File: config.mk
export PLATFORM = sky130hd
export DESIGN_NAME = mem_access_unit
export DESIGN_NICKNAME = d
export VERILOG_FILES = /design/src/rtl/mem_access_unit.sv
export SDC_FILE = /design/constraint.sdc
export NUM_CORES = 1
export LEC_CHECK = 0
export BUFFER_PORTS_ARGS = -buffer_cell sky130_fd_sc_hd__buf_2
export CAP_MARGIN = 20
export CELL_PAD_IN_SITES_DETAIL_PLACEMENT = 1
export CELL_PAD_IN_SITES_GLOBAL_PLACEMENT = 2
export CORE_MARGIN = 3
export CORE_UTILIZATION = 30
export CTS_BUF_LIST = sky130_fd_sc_hd__clkbuf_8
export DETAILED_ROUTE_END_ITERATION = 8
export PLACE_DENSITY = 0.86
export SKIP_CTS_REPAIR_TIMING = 1
export SLEW_MARGIN = 20
export SYNTH_ARGS = -nofsm -noshare
export SYNTH_HDL_FRONTEND = slang
export SYNTH_SLANG_ARGS = --single-unit
File: constraint.sdc
create_clock -name clk -period 4.6 [get_ports clk]
set_clock_uncertainty 0.1 [all_clocks]
set_input_delay 0 -clock clk [delete_from_list [all_inputs] [get_ports clk]]
set_output_delay 0 -clock clk [all_outputs]
set_load 0.05 [all_outputs]
File: src/rtl/mem_access_unit.sv
// mem_access_unit: memory stage of the MiniRiscV core.
// Runs one load or store per request over a req/ack data-memory port.
// Faults (illegal funct3, misalignment, timeout) complete without touching memory.
module mem_access_unit #(
    parameter int ADDR_WIDTH     = 14,
    parameter int TIMEOUT_CYCLES = 16
) (
    input  logic                  clk,
    input  logic                  rst,
    input  logic                  req_valid,
    input  logic                  MemRead,
    input  logic                  MemWrite,
    input  logic [2:0]            funct3,
    input  logic [31:0]           ALUResult,
    input  logic [31:0]           ReadData2,
    output logic                  busy,
    output logic                  done,
    output logic [31:0]           load_data,
    output logic [1:0]            fault,
    output logic                  mem_req,
    output logic                  mem_we,
    output logic [ADDR_WIDTH-1:0] mem_addr,
    output logic [31:0]           mem_wdata,
    output logic [3:0]            mem_be,
    input  logic [31:0]           mem_rdata,
    input  logic                  mem_ack
);

    localparam logic [1:0] S_IDLE = 2'd0;
    localparam logic [1:0] S_REQ  = 2'd1;
    localparam logic [1:0] S_RESP = 2'd2;

    localparam int              CNT_W    = $clog2(TIMEOUT_CYCLES + 1);
    localparam logic [CNT_W-1:0] CNT_LAST = CNT_W'(TIMEOUT_CYCLES - 1);

    localparam logic [1:0] F_OK    = 2'b00;
    localparam logic [1:0] F_ALIGN = 2'b01;
    localparam logic [1:0] F_ILL   = 2'b10;
    localparam logic [1:0] F_TMO   = 2'b11;

    logic [1:0]            r_state;
    logic [CNT_W-1:0]      r_cnt;
    logic [1:0]            r_off;
    logic [2:0]            r_funct3;
    logic                  r_is_load;
    logic [31:0]           r_load_data;
    logic [1:0]            r_fault;
    logic                  r_mem_req;
    logic                  r_mem_we;
    logic [ADDR_WIDTH-1:0] r_mem_addr;
    logic [31:0]           r_mem_wdata;
    logic [3:0]            r_mem_be;

    logic                  w_start;
    logic                  w_illegal;
    logic                  w_misaligned;
    logic [31:0]           w_st_wdata;
    logic [3:0]            w_st_be;
    logic [31:0]           w_ld_fmt;
    logic                  w_unused_addr;

    // Upper address bits wrap around and are deliberately not decoded.
    assign w_unused_addr = ^ALUResult[31:ADDR_WIDTH+2];

    assign w_start = req_valid & (MemRead | MemWrite) & (r_state == S_IDLE);

    // Classify the incoming request: legal funct3 set differs for stores and loads.
    always_comb begin
        w_illegal    = 1'b0;
        w_misaligned = 1'b0;
        if (MemWrite) begin
            w_illegal = funct3[2] | (funct3[1] & funct3[0]);
        end else begin
            w_illegal = (funct3 == 3'd3) | (funct3 == 3'd6) | (funct3 == 3'd7);
        end
        if (funct3[1:0] == 2'b01) begin
            w_misaligned = ALUResult[0];
        end else if (funct3[1:0] == 2'b10) begin
            w_misaligned = (ALUResult[1:0] != 2'b00);
        end
    end

    // Store lane replication and byte enables.
    always_comb begin
        w_st_wdata = ReadData2;
        w_st_be    = 4'b1111;
        case (funct3[1:0])
            2'b00: begin
                w_st_wdata = {4{ReadData2[7:0]}};
                w_st_be    = 4'b0001 << ALUResult[1:0];
            end
            2'b01: begin
                w_st_wdata = {2{ReadData2[15:0]}};
                w_st_be    = ALUResult[1] ? 4'b1100 : 4'b0011;
            end
            default: begin
                w_st_wdata = ReadData2;
                w_st_be    = 4'b1111;
            end
        endcase
    end

    // Extract and extend the addressed lane of the returned read word.
    always_comb begin
        logic [31:0] v_sh;
        logic [15:0] v_half;
        v_sh   = mem_rdata >> {r_off, 3'b000};
        v_half = r_off[1] ? mem_rdata[31:16] : mem_rdata[15:0];
        case (r_funct3)
            3'd0:    w_ld_fmt = {{24{v_sh[7]}}, v_sh[7:0]};
            3'd4:    w_ld_fmt = {24'd0, v_sh[7:0]};
            3'd1:    w_ld_fmt = {{16{v_half[15]}}, v_half};
            3'd5:    w_ld_fmt = {16'd0, v_half};
            default: w_ld_fmt = mem_rdata;
        endcase
    end

    // Access FSM: accept in IDLE, hold the memory request in REQ, pulse done in RESP.
    always_ff @(posedge clk) begin
        if (rst) begin
            r_state     <= S_IDLE;
            r_cnt       <= '0;
            r_off       <= '0;
            r_funct3    <= '0;
            r_is_load   <= 1'b0;
            r_load_data <= '0;
            r_fault     <= F_OK;
            r_mem_req   <= 1'b0;
            r_mem_we    <= 1'b0;
            r_mem_addr  <= '0;
            r_mem_wdata <= '0;
            r_mem_be    <= '0;
        end else begin
            case (r_state)
                S_IDLE: begin
                    if (w_start) begin
                        r_off     <= ALUResult[1:0];
                        r_funct3  <= funct3;
                        r_is_load <= ~MemWrite;
                        r_cnt     <= '0;
                        if (w_illegal) begin
                            r_fault     <= F_ILL;
                            r_load_data <= '0;
                            r_state     <= S_RESP;
                        end else if (w_misaligned) begin
                            r_fault     <= F_ALIGN;
                            r_load_data <= '0;
                            r_state     <= S_RESP;
                        end else begin
                            r_mem_req   <= 1'b1;
                            r_mem_we    <= MemWrite;
                            r_mem_addr  <= ALUResult[ADDR_WIDTH+1:2];
                            r_mem_wdata <= w_st_wdata;
                            r_mem_be    <= MemWrite ? w_st_be : 4'b0000;
                            r_state     <= S_REQ;
                        end
                    end
                end
                S_REQ: begin
                    if (mem_ack) begin
                        r_mem_req   <= 1'b0;
                        r_fault     <= F_OK;
                        r_load_data <= r_is_load ? w_ld_fmt : 32'd0;
                        r_cnt       <= '0;
                        r_state     <= S_RESP;
                    end else if (r_cnt == CNT_LAST) begin
                        r_mem_req   <= 1'b0;
                        r_fault     <= F_TMO;
                        r_load_data <= '0;
                        r_cnt       <= '0;
                        r_state     <= S_RESP;
                    end else begin
                        r_cnt <= r_cnt + CNT_W'(1);
                    end
                end
                S_RESP: begin
                    r_state <= S_IDLE;
                end
                default: begin
                    r_state <= S_IDLE;
                end
            endcase
        end
    end

    assign busy      = (r_state != S_IDLE);
    assign done      = (r_state == S_RESP);
    assign load_data = r_load_data;
    assign fault     = r_fault;
    assign mem_req   = r_mem_req;
    assign mem_we    = r_mem_we;
    assign mem_addr  = r_mem_addr;
    assign mem_wdata = r_mem_wdata;
    assign mem_be    = r_mem_be;

endmodule

==> flow_summary.yaml <==
worst_setup_path:
  path_class: "flop to flop"
  end_kind: "flop"
  cp_slowest_cell: "a31oi_4"
  ff2ff_path_depth: 5
  cp_max_fo: 32
  crit_chain: "nor2_1, o21ai_2, a31oi_4, o2bb2ai_1, dlygate4sd3_1"
  slowest_delay_ns: 0.92
  cp-start-kind: "flop"
  r2r_slack_ns: 1.67
  arrival_ns: 3.16
  required_ns: 4.83
synth:
  synth_edf_count: 0
  synthCells: 533
  yosys_warnings: 0
  syn-cell-area_um2: 4570
  synth_flop_cell: "dfxtp_1"
  synth_area_per_cell_um2: 8.58
  synth_nets: 639
  synth_cell_types: 49
  synth_area_leaders: "dfxtp_1 (43%), nand2_1 (8.4%), a21oi_1 (7.9%)"
  ys_seq_area_share_pct: 43.3
  synth_top_area_share_pct: 43.3
  synth_seq_cells: 99
  async_flop_share_pct: 0
  yosysTopAreaCell: "dfxtp_1"
clock_tree:
  clk_path_buf_depth: 2
  numCtsBuffers: 9
  htreeDepth: 3
  clock_latency_ns: 0.38
  cts_root_buffer: "clkbuf_8"
  cts_sinks: 99
  clk_pin_slew_ns: 0.11
  tritoncts: "yes"
power_and_ir_drop:
  p_switching_uw: 630
  leakagePower_uw: 0.00283
  ir_drop_mv: 0.161
  power.share.clock_pct: 31.4
  switching_share_pct: 31.9
  share_comb_of_total_power_pct: 22.6
  seqPwrFrac_pct: 46.0
  intPower_uw: 1340
  power_density_nw_per_um2: 298
placed_design:
  port-buffer-count: 176
  place_congestion: 0.795
  dp_hpwl_um: 11100
  place_inst: 857
sta:
  rsz0062_at_grt: "false"
  min_period_ns: 2.93
  period_share_pct: 63.7
  tns_ns: 0
  setup_violations: 0
  hold_violations: 0
  worstMarginPinSlew_ns: 1.08
  relSlewSlack_pct: 28.1
  finalMaxSlewViolations: 0
  max_freq_mhz: 341
grt:
  grt_antenna_before_repair: 0
  grt_usage_pct: 18.3
  grt_pass1_wl_um: 24400
  grt_max_degree: 70
  globalRouteOverflowTotal: 0
  grt_pass1_vias: 4648
finish:
  fin_cells: 962
  area_growth_pct: 44.7
  final_common_cell: "buf_2"
  final_cell_mix: "buf_2 (176), nand2_1 (102), dfxtp_1 (99)"
  drive_above_1_share_pct: 27.8
  nets: 878
hold_path:
  whs_path_depth: 5
  worstHoldPathType: "input port to flop"
floorplan:
  die_h_um: 129
  die_x_um: 129
  start_util_pct: 31.1
  core_um2: 14700
  ios: 193
  dieArea_um2: 16800
  rows: 44
routing:
  drt-initial-drc-count: 259
  vias: 5013
  dr.pass1.iters: 4
  drcViolationCount: 0
  viasPerCell: 5.21
  wl_per_cell_um: 18.4
  routed_wl_um: 17700
  drtAntennaViolNets: 0
flow_run:
  drv_cap: 0
status:
  status: "finished, final reports clean"
==> worst paths after layout <==
check | from | end
max | r_state[0] | load_data[6]
min | req_valid | r_off[0]
max reg2reg | r_state[0] | load_data[6]
min reg2reg | mem_addr[13] | mem_addr[13]
==> routing by layer <==
metal | global-route usage (%) | up-vias | part of all wire, %
li1 | - | 2391 | -
met1 | 22.2 | 2448 | 42
met2 | 30.6 | 145 | 50
met3 | 7.30 | 29 | 6.2
met4 | 4.34 | 0 | 1.9
met5 | 0 | - | 0
==> final cells by class <==
class | count | area [µm²]
Antenna cell | 1 | 2.50
Clock buffer | 12 | 165
Clock inverter | 4 | 47.5
Fill cell | 1761 | 8080
Inverter | 7 | 26.3
Multi-Input combinational cell | 388 | 2360
Sequential cell | 99 | 1980
Tap cell | 184 | 230
Timing Repair Buffer | 267 | 1800
==> logic make-up (layout without fill, tap and decap cells) <==
logic type      Yosys count  in the layout  synth area share, %
flops                    99             99                 43.3
buf+inv                  46            290                 5.25
fa+ha+maj                 1              1                0.274
mux                      21             21                 4.68
compound gates          185            185                 28.6
simple gates            181            181                 17.8
other cells               0              1                    0
==> power by group through the flow <==
stage / Combinational (µW) / Clock (µW) / Sequential (µW)
2_1_floorplan: 184 / 0 / 1000
3_3_place_gp: 369 / 0 / 925
3_5_place_dp: 381 / 0 / 927
4_1_cts: 381 / 636 / 908
5_1_grt: 482 / 676 / 913
6_report: 446 / 619 / 908
==> critical path: cells and delay by family, from the launching register on <==
| family | cells | cell delay (ns) |
|---|---|---|
| AO/OA/AOI/OAI | 3 | 1.34 |
| flip-flops | 1 | 0.38 |
| AND/OR/NAND/NOR | 1 | 0.48 |
| buffers and inverters | 1 | 0.58 |
==> cell usage after synthesis (all sizes together) (8+ instances only) <==
| cell | count |
|---|---|
| nand2 | 102 |
| dfxtp | 99 |
| a21oi | 72 |
| o21ai | 34 |
| nor2 | 33 |
| o2bb2ai | 24 |
| buf | 20 |
| clkbuf | 19 |
| mux2i | 18 |
| nand2b | 12 |
| a211oi | 9 |
| a311oi | 9 |
| nor2b | 8 |
==> flip-flops by register name, indices dropped and copies added (netlist names) <==
signal,flops
load_data,32
mem_wdata,32
mem_we,1
r_funct3,3
r_off,2
mem_be,4
r_state,2
mem_req,1
fault,2
r_is_load,1
r_cnt,5
mem_addr,14
==> stage by stage <==
stage	hold WS (ns)	setup slack [ns]	total power, µW	cell area [µm²]	util (%)
floorplan	0.0360	2.91	1190	4570	-
finish	0.0115	1.67	1970	6620	45.0
global placement	0.141	2.25	1290	5500	37.4
CTS	-0.270	2.14	1930	5710	38.9
detailed placement	0.149	2.17	1310	5500	37.4
global route	0.0459	1.44	2070	6620	45.0
(Power assumes the default switching activity.)
